--- src/rtl/phy_init_sequencer.sv ---
`timescale 1ns/1ps
// -----------------------------------------------------------------------------
// phy_init_sequencer
//
// Purpose:
//   Takes an Ethernet PHY from power-up to link-up in the init_clk domain.
//   The sequence is:
//     1. Hold the PHY hardware reset.
//     2. Release it and let the PHY settle.
//     3. Write BMCR (reg 0) over MDIO.
//     4. Poll BMSR (reg 1) until bit2 (link status) reads 1.
//   The datapath enable out_en is high only while the link is up. Polling
//   continues in LINK_UP, and a failed read drops out_en again.
//
// Build option:
//   PHY_INIT_LOOPBACK_EN - adds input cfg_loopback, which drives BMCR bit14.
//                          When undefined, the port is absent and bit14 is 0.
//
// Ports:
//   init_clk      in   clock (10 kHz)
//   reset         in   asynchronous, active-high
//   restart       in   1-cycle pulse, re-runs the whole sequence
//   cfg_speed100  in   BMCR bit13, sampled on entry to the BMCR write
//   cfg_full_dup  in   BMCR bit8,  sampled on entry to the BMCR write
//   cfg_autoneg   in   BMCR bit12 and bit9, sampled on entry to the BMCR write
//   cfg_loopback  in   BMCR bit14 (only with PHY_INIT_LOOPBACK_EN)
//   mdio_i        in   MDIO pad input
//   phy_reset     out  PHY hardware reset, active-low
//   mdc           out  MDIO clock (init_clk/2 during frames, else 0)
//   mdio_o        out  MDIO pad output
//   mdio_oe       out  MDIO pad output enable
//   out_en        out  datapath enable
//   init_done     out  sticky, set when the first BMCR write completes
//   link_err      out  set after LINK_TIMEOUT consecutive link-down polls
//   state_o       out  current FSM state (debug)
// -----------------------------------------------------------------------------
module phy_init_sequencer #(
    parameter int         RST_LOW_CYCLES  = 100,
    parameter int         RST_WAIT_CYCLES = 25,
    parameter int         POLL_INTERVAL   = 50,
    parameter int         LINK_TIMEOUT    = 40,
    parameter logic [4:0] PHY_ADDR        = 5'h01
) (
    input  logic       init_clk,
    input  logic       reset,
    input  logic       restart,
    input  logic       cfg_speed100,
    input  logic       cfg_full_dup,
    input  logic       cfg_autoneg,
`ifdef PHY_INIT_LOOPBACK_EN
    input  logic       cfg_loopback,
`endif
    input  logic       mdio_i,
    output logic       phy_reset,
    output logic       mdc,
    output logic       mdio_o,
    output logic       mdio_oe,
    output logic       out_en,
    output logic       init_done,
    output logic       link_err,
    output logic [2:0] state_o
);

    localparam logic [2:0] S_RST_ASSERT = 3'd0;
    localparam logic [2:0] S_RST_WAIT   = 3'd1;
    localparam logic [2:0] S_MDIO_WR    = 3'd2;
    localparam logic [2:0] S_POLL_WAIT  = 3'd3;
    localparam logic [2:0] S_MDIO_RD    = 3'd4;
    localparam logic [2:0] S_LINK_UP    = 3'd5;

    // One shared wait counter, sized for the longest of the wait intervals.
    localparam int MAX_A    = (RST_LOW_CYCLES > RST_WAIT_CYCLES) ? RST_LOW_CYCLES : RST_WAIT_CYCLES;
    localparam int MAX_WAIT = (MAX_A > POLL_INTERVAL) ? MAX_A : POLL_INTERVAL;
    localparam int WAIT_W   = $clog2(MAX_WAIT + 1);
    localparam int TO_W     = $clog2(LINK_TIMEOUT + 1);

    localparam logic [WAIT_W-1:0] RST_LOW_LAST  = WAIT_W'(RST_LOW_CYCLES - 1);
    localparam logic [WAIT_W-1:0] RST_WAIT_LAST = WAIT_W'(RST_WAIT_CYCLES - 1);
    localparam logic [WAIT_W-1:0] POLL_LAST     = WAIT_W'(POLL_INTERVAL - 1);
    localparam logic [TO_W-1:0]   TO_MAX        = TO_W'(LINK_TIMEOUT);

    // A frame is 64 bits, 2 half-cycles each. Even halves drive mdc=0,
    // odd halves drive mdc=1.
    localparam logic [6:0] FRAME_LAST    = 7'd127;
    // BMSR bit2 is frame bit 61 (data starts at bit 48, MSB first).
    // It is sampled at the end of that bit's mdc-high half.
    localparam logic [6:0] LINK_BIT_HALF = 7'd123;

    logic [2:0]        state_q, state_d;
    logic [WAIT_W-1:0] wait_cnt_q, wait_cnt_d;
    logic [6:0]        frame_cnt_q, frame_cnt_d;
    logic [TO_W-1:0]   timeout_q, timeout_d;
    logic [15:0]       bmcr_q, bmcr_d;
    logic              link_bit_q, link_bit_d;
    logic              phy_reset_q, phy_reset_d;
    logic              mdc_q, mdc_d;
    logic              mdio_o_q, mdio_o_d;
    logic              mdio_oe_q, mdio_oe_d;
    logic              out_en_q, out_en_d;
    logic              init_done_q, init_done_d;
    logic              link_err_q, link_err_d;

    logic              loopback_bit;
    logic [15:0]       bmcr_cfg;
    logic [6:0]        next_half;
    logic              frame_is_wr;

`ifdef PHY_INIT_LOOPBACK_EN
    assign loopback_bit = cfg_loopback;
`else
    assign loopback_bit = 1'b0;
`endif

    assign bmcr_cfg = {1'b0, loopback_bit, cfg_speed100, cfg_autoneg, 2'b00,
                       cfg_autoneg, cfg_full_dup, 8'h00};

    // Value driven on mdio_o for frame bit idx (0 = first preamble bit).
    // For reads, TA and data are not driven; the pad sits at 1.
    function automatic logic frame_bit(input logic [5:0] idx, input logic is_wr,
                                       input logic [15:0] data);
        logic [63:0] f;
        f = {32'hFFFF_FFFF, 2'b01, (is_wr ? 2'b01 : 2'b10), PHY_ADDR,
             (is_wr ? 5'd0 : 5'd1), (is_wr ? 2'b10 : 2'b11),
             (is_wr ? data : 16'hFFFF)};
        return f[6'd63 - idx];
    endfunction

    always_comb begin
        state_d     = state_q;
        wait_cnt_d  = wait_cnt_q;
        frame_cnt_d = frame_cnt_q;
        timeout_d   = timeout_q;
        bmcr_d      = bmcr_q;
        link_bit_d  = link_bit_q;
        phy_reset_d = phy_reset_q;
        mdc_d       = mdc_q;
        mdio_o_d    = mdio_o_q;
        mdio_oe_d   = mdio_oe_q;
        out_en_d    = out_en_q;
        init_done_d = init_done_q;
        link_err_d  = link_err_q;
        next_half   = frame_cnt_q + 7'd1;
        frame_is_wr = (state_q == S_MDIO_WR);

        case (state_q)
            S_RST_ASSERT: begin
                if (wait_cnt_q == RST_LOW_LAST) begin
                    phy_reset_d = 1'b1;
                    wait_cnt_d  = '0;
                    state_d     = S_RST_WAIT;
                end else begin
                    wait_cnt_d = wait_cnt_q + 1'b1;
                end
            end

            S_RST_WAIT: begin
                if (wait_cnt_q == RST_WAIT_LAST) begin
                    // Configuration is frozen here for the whole write frame.
                    bmcr_d      = bmcr_cfg;
                    wait_cnt_d  = '0;
                    frame_cnt_d = '0;
                    mdc_d       = 1'b0;
                    mdio_oe_d   = 1'b1;
                    mdio_o_d    = frame_bit(6'd0, 1'b1, bmcr_cfg);
                    state_d     = S_MDIO_WR;
                end else begin
                    wait_cnt_d = wait_cnt_q + 1'b1;
                end
            end

            S_MDIO_WR, S_MDIO_RD: begin
                if (frame_cnt_q == FRAME_LAST) begin
                    mdc_d       = 1'b0;
                    mdio_oe_d   = 1'b0;
                    mdio_o_d    = 1'b1;
                    frame_cnt_d = '0;
                    if (frame_is_wr) begin
                        init_done_d = 1'b1;
                        state_d     = S_POLL_WAIT;
                    end else if (link_bit_q) begin
                        out_en_d   = 1'b1;
                        timeout_d  = '0;
                        link_err_d = 1'b0;
                        state_d    = S_LINK_UP;
                    end else begin
                        out_en_d = 1'b0;
                        if (timeout_q != TO_MAX) begin
                            timeout_d = timeout_q + 1'b1;
                        end
                        link_err_d = link_err_q | (timeout_d == TO_MAX);
                        state_d    = S_POLL_WAIT;
                    end
                end else begin
                    // Outputs are registered for the half that starts next.
                    frame_cnt_d = next_half;
                    mdc_d       = next_half[0];
                    mdio_o_d    = frame_bit(next_half[6:1], frame_is_wr, bmcr_q);
                    // Reads release the pad from the TA bits (bit 46) onward.
                    mdio_oe_d   = frame_is_wr | (next_half[6:1] < 6'd46);
                    if (!frame_is_wr && frame_cnt_q == LINK_BIT_HALF) begin
                        link_bit_d = mdio_i;
                    end
                end
            end

            S_POLL_WAIT, S_LINK_UP: begin
                if (wait_cnt_q == POLL_LAST) begin
                    wait_cnt_d  = '0;
                    frame_cnt_d = '0;
                    link_bit_d  = 1'b0;
                    mdc_d       = 1'b0;
                    mdio_oe_d   = 1'b1;
                    mdio_o_d    = frame_bit(6'd0, 1'b0, bmcr_q);
                    state_d     = S_MDIO_RD;
                end else begin
                    wait_cnt_d = wait_cnt_q + 1'b1;
                end
            end

            default: begin
                state_d = S_RST_ASSERT;
            end
        endcase

        // restart abandons any frame in flight; init_done survives it.
        if (restart) begin
            state_d     = S_RST_ASSERT;
            wait_cnt_d  = '0;
            frame_cnt_d = '0;
            phy_reset_d = 1'b0;
            out_en_d    = 1'b0;
            mdio_oe_d   = 1'b0;
            mdc_d       = 1'b0;
            mdio_o_d    = 1'b1;
        end
    end

    always_ff @(posedge init_clk or posedge reset) begin
        if (reset) begin
            state_q     <= S_RST_ASSERT;
            wait_cnt_q  <= '0;
            frame_cnt_q <= '0;
            timeout_q   <= '0;
            bmcr_q      <= '0;
            link_bit_q  <= 1'b0;
            phy_reset_q <= 1'b0;
            mdc_q       <= 1'b0;
            mdio_o_q    <= 1'b1;
            mdio_oe_q   <= 1'b0;
            out_en_q    <= 1'b0;
            init_done_q <= 1'b0;
            link_err_q  <= 1'b0;
        end else begin
            state_q     <= state_d;
            wait_cnt_q  <= wait_cnt_d;
            frame_cnt_q <= frame_cnt_d;
            timeout_q   <= timeout_d;
            bmcr_q      <= bmcr_d;
            link_bit_q  <= link_bit_d;
            phy_reset_q <= phy_reset_d;
            mdc_q       <= mdc_d;
            mdio_o_q    <= mdio_o_d;
            mdio_oe_q   <= mdio_oe_d;
            out_en_q    <= out_en_d;
            init_done_q <= init_done_d;
            link_err_q  <= link_err_d;
        end
    end

    assign phy_reset = phy_reset_q;
    assign mdc       = mdc_q;
    assign mdio_o    = mdio_o_q;
    assign mdio_oe   = mdio_oe_q;
    assign out_en    = out_en_q;
    assign init_done = init_done_q;
    assign link_err  = link_err_q;
    assign state_o   = state_q;

endmodule

--- config.mk ---
export PLATFORM = sky130hd
export DESIGN_NAME = phy_init_sequencer
export DESIGN_NICKNAME = d
export VERILOG_FILES = /design/src/rtl/phy_init_sequencer.sv
export SDC_FILE = /design/constraint.sdc
export NUM_CORES = 1
export LEC_CHECK = 0
export ABC_AREA = 0
export CAP_MARGIN = 5
export CORE_UTILIZATION = 25
export CTS_BUF_LIST = sky130_fd_sc_hd__clkbuf_8
export DETAILED_ROUTE_END_ITERATION = 7
export PLACE_DENSITY_LB_ADDON = 0.25
export RECOVER_POWER = 25
export SETUP_SLACK_MARGIN = 0.1
export SLEW_MARGIN = 25
export SYNTH_ARGS = -nofsm -noshare
export SYNTH_HDL_FRONTEND = slang
export SYNTH_SLANG_ARGS = --single-unit
--- constraint.sdc ---
create_clock -name init_clk -period 2.88 [get_ports init_clk]
set_clock_uncertainty 0.15 [all_clocks]
set_input_delay 0.432 -clock init_clk [delete_from_list [all_inputs] [get_ports init_clk]]
set_output_delay 0.432 -clock init_clk [all_outputs]
set_load 0.01 [all_outputs]
==> results_dict.tcl, run 1 <==
set metrics [dict create \
    status "completed" \
    avgViaCountPerCell 5.05 \
    min_period_over_period_pct 80.9 \
    drt_iter0_markers 125 \
    path_cells "ha_1, nand2_2, nor2_4, nand2_2, or4_1, a21oi_1, o21a_1" \
    setup_violations 0 \
    netlist_area_sq_um 2310 \
    die_x_microns 98.1 \
    worst_hold_path.num_cells 1 \
    netlist-cell-type-count 67 \
    fill_cells 967 \
    wl_microns 5300 \
    drv_slew 0 \
    core_area_sq_um 8850 \
    cp_data_arrival_time_ns 2.40 \
    grt_pass1_wl_microns 9160 \
    grt_setup_unrepaired "false" \
    clock.fmax_mhz 429 \
    final_hold_viol_count 0 \
    die_height_microns 98.1 \
    synth_edf_count 0 \
    start_util_pct 26.1 \
    ys_seq_area_share_pct 35.8 \
    yosysTopAreaCellShare_pct 34.7 \
    cts_tree "built" \
    cp_max_fo 14 \
    place_hpwl_microns 3800 \
    drt-pass1-iter-count 6 \
    cellPowerDensity_nw_per_um2 426 \
    htreeDepth 2 \
    syn2layout_area_growth_pct 14.9 \
    io_pins 17 \
    synth_top_area_cell "dfrtp_1" \
    tightest_slew_ns 0.856 \
    wl_per_cell_microns 13.7 \
    maxCapViolCount 0 \
    rows 34 \
    fin_crit_ns 2.33 \
    relSlewSlack_pct 42.9 \
    syn_nets 278 \
    critical_path_class "reg -> reg" \
    start_kind "flop" \
    path_clk_slew_ns 0.07 \
    clock_latency_ns 0.28 \
    antenna_found_initial 0 \
    ys_warn_count 0 \
    timing.hold.ws_ns 0.314 \
    vias 1956 \
    postCtsHoldBufs 0 \
    dieArea_sq_um 9630 \
    holdPathEnd "init_done$_DFFE_PP0P_" \
    reg2reg_to "link_err$_DFFE_PP0P_" \
    cp_top_family "simple AND/OR/NAND/NOR gates" \
    path_buf_inv 0 \
    drtAntennaViolNets 0 \
    crit_top_cell "nand2_2" \
    clock_path_buffers 2 \
    drive_gt1_share_pct 10.4 \
    rr_startpoint "mdc$_DFFE_PP0P_" \
    routabilityCongestion 0.738 \
    synth_most_common_cell "dfrtp_1" \
    fin_tns_setup_ns 0 \
    hold_path.startpoint "init_done$_DFFE_PP0P_" \
    nets 291 \
    cts.sinks 33 \
    numPortBuffers 16 \
    vdd_drop_max_v 0.000148 \
    hp-class "reg -> reg" \
    setup_ws_ns 0.550 \
    crit_cells 7 \
    cts_setup_buffers 0 \
    p_leak_nw 1.02 \
    netlist_instances 265 \
    cp_slowest_cell "or4_1" \
    numCtsBuffers 5 \
    grt_pass1_vias 1840 \
    worstPathRequired_ns 2.95 \
    syn_avg_cell_area_sq_um 8.72 \
    r2r_cells 7 \
    remaining_drc_errors 0 \
    root_buffer "clkbuf_8" \
    synth_common_cells "32 x dfrtp_1, 31 x nand2_1, 17 x nor2_1" \
    grt_max_degree 34 \
    ys.flop_type "dfrtp_1" \
    grt_overflow 0 \
    pre_cts_ws_ns 0.435 \
    cp_slowest_stage_delay_ns 0.56 \
    cts.repair.resized 0 \
    async_flop_share_pct 100 \
    critPathCaptureType "flop" \
    yosys-top-cells-area "dfrtp_1 35%, nand2_1 5.0%, ha_1 3.2%" \
    reg2reg_slack_ns 0.55 \
    grtUsageTotal_pct 11.8 \
    ys_seq_elements 33 \
    antennaDiodeCount 0 \
]
-- stage by stage --
step / cells / utilization [%] / power [W] / cell area, sq um
finish: 387 / 30.0 / 0.00113 / 2660
global route: 387 / 30.0 / 0.00121 / 2660
CTS: 387 / 30.0 / 0.00116 / 2660
detailed placement: 379 / 29.0 / 0.000786 / 2570
global placement: 379 / 29.0 / 0.000787 / 2570
floorplan: 265 / - / 0.000711 / 2310
-- state kept, by name, indices dropped and copies added (netlist names) --
name / flops
frame_cnt_q: 6
bmcr_q: 3
out_en: 1
wait_cnt_q: 7
mdio_oe: 1
state_o: 3
mdc: 1
init_done: 1
timeout_q: 6
link_err: 1
link_bit_q: 1
phy_reset: 1
mdio_o: 1
-- how the worst max path moves through the flow --
stage,startpoint,end
after floorplan,mdc$_DFFE_PP0P_,mdio_o$_DFFE_PP1P_
after global placement,restart,frame_cnt_q[3]$_DFFE_PP0P_
after detailed placement,restart,frame_cnt_q[3]$_DFFE_PP0P_
after CTS,mdc$_DFFE_PP0P_,link_err$_DFFE_PP0P_
after global routing,mdc$_DFFE_PP0P_,link_err$_DFFE_PP0P_
final,mdc$_DFFE_PP0P_,link_err$_DFFE_PP0P_
-- placed cells by master, fill, tap and decap left out, types with 3 or more instances in the layout --
master,instances
clkbuf_8,6
inv_1,17
dfrtp_1,32
buf_4,3
nand2_1,31
nor2b_1,4
o22ai_1,3
nor3_1,6
xnor2_1,4
mux2_2,4
or4_1,3
clkdlybuf4s50_1,15
o21ai_1,7
o21a_1,3
nand3b_1,3
o21ai_0,13
a21oi_1,12
o31ai_1,3
nand2b_1,5
nor2_1,17
a21o_1,4
a31oi_1,4
nand3_1,15
nor4_1,4
ha_1,6
-- routing by layer --
metal	vias up	track usage [%]	routed length, microns	part of all wire [%]
li1	986	-	-	-
met1	937	15.9	2660	50
met2	29	18.4	2430	46
met3	4	3.01	163	3.1
met4	0	3.67	46	0.87
met5	-	0	0	0
-- where the power goes --
part	total, W	internal, W	switching [W]	leakage [nW]
Combinational	0.000243	0.000108	0.000136	0.524
Sequential	0.000530	0.000485	0.0000454	0.441
Clock	0.000357	0.000188	0.000169	0.0538
Total	0.00113	0.000781	0.000350	1.02
-- cell type report --
type	instances	area, sq um	area share (%)
clock buffers	6	82.6	3.11
clock inverters	2	7.51	0.283
inverters	15	56.3	2.12
multi-input cells	203	1360	51.2
flip-flops and latches	33	827	31.1
well taps	108	135	5.09
repair buffers	20	188	7.07
-- kinds of logic after synthesis --
logic type	count (synthesis)	share of synthesized area [%]
buffers and inverters	29	5.36
adders and majority gates	6	3.25
xor gates and xnor gates	8	3.95
muxes	7	3.41
and+or+nand+nor	109	26.3
AOI/OAI and AO/OA	73	22.0
DFF	33	35.8
Power figures use the tool's default switching activity.
==> inputs of run 2 (changes only) <==
==> constraint.sdc (replaced) <==
create_clock -name init_clk -period 2.27 [get_ports init_clk]
set_clock_uncertainty 0.15 [all_clocks]
set_input_delay 0.3405 -clock init_clk [delete_from_list [all_inputs] [get_ports init_clk]]
set_output_delay 0.3405 -clock init_clk [all_outputs]
set_load 0.01 [all_outputs]
==> run 2 against run 1 <==
Flip-flop and latch count did not move. Design area rose by 11%. Largest power group unchanged. Maximum frequency rose by 7.4%. Non-clock buffer count rose by 26. Routed wire length rose by 8.8%. Setup slack got worse by 0.45 ns. Highest routed layer unchanged. Sequential share of layout area fell by 3.0 points.
==> results_dict.tcl, run 2 (same netlist as run 1, synthesis figures left out) <==
set metrics [dict create \
    clock.fmax_mhz 461 \
    largest-register "wait_cnt_q" \
    hp-class "reg -> reg" \
    switching_share_pct 32.3 \
    die_x_microns 98.1 \
    numPortBuffers 16 \
    p_int_w 0.00105 \
    stdcell_count 413 \
    wl_per_cell_microns 14.0 \
    antennaDiodeCount 0 \
    dieArea_sq_um 9630 \
    clock_path_buffers 2 \
    fin_crit_ns 2.17 \
    htreeDepth 2 \
    root_buffer "clkbuf_8" \
    layout_commonest_cell "nand2_1" \
    relSlewSlack_pct 41.3 \
    setup_ws_ns 0.100 \
    dp_cells 395 \
    cts_tree "built" \
    pwr-share-seq_pct 41.5 \
    clock_latency_ns 0.28 \
    routabilityCongestion 0.781 \
    cts.sinks 33 \
    combPwrFrac_pct 30.9 \
    start_util_pct 26.1 \
    grtUsageTotal_pct 12.5 \
    status "completed" \
    clock_power_share_pct 27.6 \
    syn2layout_area_growth_pct 27.4 \
    drive_gt1_share_pct 24.6 \
    largest_register_ffs 7 \
    cellPowerDensity_nw_per_um2 528 \
    setup_violations 0 \
    worstPathRequired_ns 2.29 \
    start_kind "flop" \
    mostFrequentLayoutCells "31 x nand2_1, 30 x dfrtp_1, 29 x buf_4, 17 x nor2_1, 15 x clkdlybuf4s50_1" \
    die_height_microns 98.1 \
    drtAntennaViolNets 0 \
    reg.largest.list "wait_cnt_q x7, frame_cnt_q x6, timeout_q x6" \
    grt_setup_unrepaired "true" \
    drt_iter0_markers 60 \
    place_hpwl_microns 4020 \
    io_pins 17 \
    final_hold_viol_count 0 \
    critPathCaptureType "flop" \
    cp_data_arrival_time_ns 2.19 \
    vdd_drop_max_v 0.000244 \
    p_leak_nw 1.16 \
    rows 34 \
    pre_cts_ws_ns -0.0666 \
    core_area_sq_um 8850 \
    vias 2034 \
    numCtsBuffers 5 \
    switching_power_w 0.000503 \
    antenna_found_initial 0 \
    drt-pass1-iter-count 6 \
    maxCapViolCount 0 \
    critical_path_class "reg -> reg" \
    drv_slew 0 \
    tightest_slew_ns 0.881 \
    fin_tns_setup_ns 0 \
    cp_max_fo 4 \
    nets 317 \
    avgViaCountPerCell 4.92 \
    power_w 0.00155 \
    grt_pass1_vias 1983 \
    min_period_over_period_pct 95.6 \
    grt_pass1_wl_microns 9860 \
    grt_max_degree 34 \
    grt_overflow 0 \
    postCtsHoldBufs 0 \
    remaining_drc_errors 0 \
    wl_microns 5770 \
    path_clk_slew_ns 0.07 \
]
run 2: changes by cell type in the layout (fill, tap and decap cells not counted), moves of 3 or more:
cell and delta:
buf_4 +26, o21ai_2 +3, ha_4 +3, ha_1 -4, inv_1 -3
run 2: power by group through the flow:
stage,clock network [W],registers [W],logic (W)
after floorplan,0,0.000662,0.000239
after global placement,0,0.000652,0.000393
after detailed placement,0,0.000652,0.000393
after CTS,0.000444,0.000642,0.000405
after global routing,0.000474,0.000649,0.000532
final,0.000429,0.000645,0.000480
run 2: worst paths after layout:
path / from / end / slack [ns] / cells past startpoint
worst max register to register: wait_cnt_q[0]$_DFFE_PP0P_ / state_o[1]$_DFFE_PP0P_ / 0.10 / 8
max in group asynchronous: reset / frame_cnt_q[3]$_DFFE_PP0P_ / 0.75 / 3
worst min register to register: init_done$_DFFE_PP0P_ / init_done$_DFFE_PP0P_ / 0.34 / 1
min in group asynchronous: reset / phy_reset$_DFFE_PP0P_ / 0.62 / 3
worst max-delay path: wait_cnt_q[0]$_DFFE_PP0P_ / state_o[1]$_DFFE_PP0P_ / 0.10 / 8
worst min-delay path: init_done$_DFFE_PP0P_ / init_done$_DFFE_PP0P_ / 0.34 / 1
run 2: what timing repair did:
item                                    CTS  global route
gates resized for setup                   1            24
pin swaps                                 1            17
endpoints found under the setup margin    3            12
setup buffers                             1             9
run 2: critical path, cell delays in order (launching register included):
cell	delay, ns
dfrtp_2	0.45
inv_2	0.08
ha_4	0.12
nor4b_4	0.27
a21boi_1	0.11
o21a_1	0.24
a311oi_4	0.34
mux2i_1	0.22
nand2_1	0.08
run 2: through the flow:
stage / area, sq um / util [%] / hold WS, ns
after floorplan: 2310 / - / 0.307
after detailed placement: 2690 / 30.4 / 0.308
after global routing: 2940 / 33.3 / 0.365
after global placement: 2690 / 30.4 / 0.307
final: 2940 / 33.3 / 0.338
after CTS: 2790 / 31.5 / 0.333
run 2: cell type report:
| cell class | instances | area [sq um] |
|---|---|---|
| fill | 948 | 5900 |
| multi-input combinational | 203 | 1460 |
| sequential | 33 | 830 |
| timing repair buffer | 46 | 383 |
| tap | 108 | 135 |
| clock buffer | 5 | 68.8 |
| inverter | 15 | 56.3 |
| clock inverter | 3 | 13.8 |
run 2: per-layer routing:
metal	vias to the layer above	GRT usage [%]	share of wire [%]
met5	-	0	0
met4	0	3.67	0.69
met3	4	2.51	2.3
met2	23	18.7	45
met1	966	18.1	51
li1	1041	-	-
==> inputs of run 3 (changes only) <==
--- a/config.mk
+++ b/config.mk
@@ -10,9 +10,10 @@
 export CORE_UTILIZATION = 25
 export CTS_BUF_LIST = sky130_fd_sc_hd__clkbuf_8
 export DETAILED_ROUTE_END_ITERATION = 7
+export MAX_ROUTING_LAYER = met4
 export PLACE_DENSITY_LB_ADDON = 0.25
 export RECOVER_POWER = 25
-export SETUP_SLACK_MARGIN = 0.1
+export SETUP_SLACK_MARGIN = 0.4
 export SLEW_MARGIN = 25
 export SYNTH_ARGS = -nofsm -noshare
 export SYNTH_HDL_FRONTEND = slang
==> run 3 against run 2 <==
Final cell count up 3.4%. First-iteration DRC count up 88%. Non-clock buffer count up 14. Sequential share of layout area down 1.6 points. Design area up 7.3%. Sequential power up 2%. Maximum frequency up 5.1%. Die area unchanged. Critical path type unchanged.
==> results_dict.tcl, run 3 (same netlist as run 1, synthesis figures left out) <==
set metrics [dict create \
    avgViaCountPerCell 4.96 \
    drtAntennaViolNets 0 \
    vdd_drop_max_v 0.000204 \
    path_clk_slew_ns 0.07 \
    power_w 0.00176 \
    cellPowerDensity_nw_per_um2 558 \
    rows 34 \
    root_buffer "clkbuf_8" \
    holdPathEnd "init_done$_DFFE_PP0P_" \
    critical_path_class "reg -> reg" \
    core_area_sq_um 8850 \
    antennaDiodeCount 0 \
    startpoint "wait_cnt_q[5]$_DFFE_PP0P_" \
    drv_slew 0 \
    routabilityCongestion 0.797 \
    mostFrequentLayoutCells "40 x buf_4, 31 x nand2_1, 23 x dfrtp_1" \
    clock_path_buffers 2 \
    fin_tns_setup_ns 0 \
    start_util_pct 26.1 \
    setup_violations 0 \
    drt_iter0_markers 113 \
    nets 331 \
    clock.fmax_mhz 484 \
    clock_latency_ns 0.29 \
    maxCapViolCount 0 \
    die_x_microns 98.1 \
    cts_tree "built" \
    wl_per_cell_microns 14.0 \
    reg.largest.list "wait_cnt_q x7, frame_cnt_q x6, timeout_q x6" \
    place_hpwl_microns 4040 \
    placed_area_sq_um 2720 \
    fin_crit_ns 2.06 \
    r2r_cells 6 \
    die_height_microns 98.1 \
    grtUsageTotal_pct 13.7 \
    antenna_found_initial 0 \
    grt_overflow 0 \
    vias 2116 \
    hold_path.startpoint "init_done$_DFFE_PP0P_" \
    drt-pass1-iter-count 4 \
    cp_max_fo 5 \
    htreeDepth 2 \
    hp-class "reg -> reg" \
    largest_register_ffs 7 \
    largest-register "wait_cnt_q" \
    wl_microns 5990 \
    grt_pass1_vias 2090 \
    min_period_over_period_pct 91.0 \
    cp_data_arrival_time_ns 2.10 \
    syn2layout_area_growth_pct 36.7 \
    grt_setup_unrepaired "true" \
    rr_startpoint "wait_cnt_q[5]$_DFFE_PP0P_" \
    cts.sinks 33 \
    dieArea_sq_um 9630 \
    p_leak_nw 1.28 \
    worst_hold_path.num_cells 1 \
    critPathCaptureType "flop" \
    tightest_slew_ns 0.886 \
    remaining_drc_errors 0 \
    reg2reg_to "state_o[1]$_DFFE_PP0P_" \
    reg2reg_slack_ns 0.21 \
    status "completed" \
    final_hold_viol_count 0 \
    grt_max_degree 34 \
    grt_pass1_wl_microns 10400 \
    layout_commonest_cell "buf_4" \
    start_kind "flop" \
    relSlewSlack_pct 40.9 \
    io_pins 17 \
    drive_gt1_share_pct 32.6 \
    numPortBuffers 16 \
    design_area_sq_um 3160 \
    worstPathRequired_ns 2.30 \
    numCtsBuffers 5 \
]
-- run 3: changes by cell type in the layout (fill, tap and decap cells not counted), moves of 2 or more --
cell / previous run / this run
dfrtp_1: 30 / 23
buf_4: 29 / 40
buf_6: 0 / 3
o21ai_1: 5 / 10
o21ai_0: 12 / 9
clkdlybuf4s50_1: 15 / 12
dlymetal6s2s_1: 0 / 2
o21ai_2: 3 / 1
nor2_2: 1 / 3
clkinv_2: 2 / 0
nor2_1: 17 / 14
dfrtp_2: 2 / 9
-- run 3: power breakdown --
| group | total, W | switching (W) | internal (W) |
|---|---|---|---|
| Sequential | 0.000655 | 0.0000367 | 0.000618 |
| Clock | 0.000579 | 0.000225 | 0.000354 |
| Combinational | 0.000529 | 0.000257 | 0.000272 |
| Total | 0.00176 | 0.000518 | 0.00124 |
-- run 3: area by class of cell --
class	count	area (sq um)
repair buffers	60	503
inverters	15	56.3
clock buffers	6	82.6
multi-input cells	203	1510
fillers	905	5690
clock inverters	2	33.8
well taps	108	135
flip-flops and latches	33	838
-- run 3: worst max-delay path by stage --
stage                                   endpoint
after floorplan               mdio_o$_DFFE_PP1P_
after global placement        mdio_o$_DFFE_PP1P_
after detailed placement      mdio_o$_DFFE_PP1P_
after CTS                 state_o[1]$_DFFE_PP0P_
after global routing      state_o[1]$_DFFE_PP0P_
final                     state_o[1]$_DFFE_PP0P_
-- run 3: stage by stage --
stage / setup slack [ns] / utilization, % / cells / hold slack [ns]
2_1_floorplan: 0.331 / - / 265 / 0.307
3_3_place_gp: 0.150 / 30.7 / 394 / 0.306
3_5_place_dp: 0.144 / 30.7 / 394 / 0.311
4_1_cts: 0.170 / 34.6 / 423 / 0.326
5_1_grt: 0.122 / 35.7 / 427 / 0.382
6_report: 0.205 / 35.7 / 427 / 0.337
-- run 3: routing by layer --
| layer | routed length, microns | track usage (%) | vias to the layer above |
|---|---|---|---|
| met5 | 0 | - | - |
| met4 | 64 | 3.56 | 0 |
| met3 | 121 | 2.72 | 6 |
| met2 | 2860 | 22.3 | 26 |
| met1 | 2950 | 17.5 | 1012 |
| li1 | - | - | 1072 |
-- run 3: timing repair --
action                                  in CTS  in global routing
endpoints found under the setup margin      25                 29
resized for setup                           20                 23
buffers inserted                            21                  4
pin swaps                                   18                 14
hold buffers                                 0                  0
-- run 3: worst max-delay path, cell delays in order, from the launching register on --
cell and delay (ns):
dfrtp_2 0.46, nor3b_4 0.28, and4b_4 0.30, mux2i_2 0.10, a311oi_4 0.38, mux2i_1 0.22, nand2_1 0.06
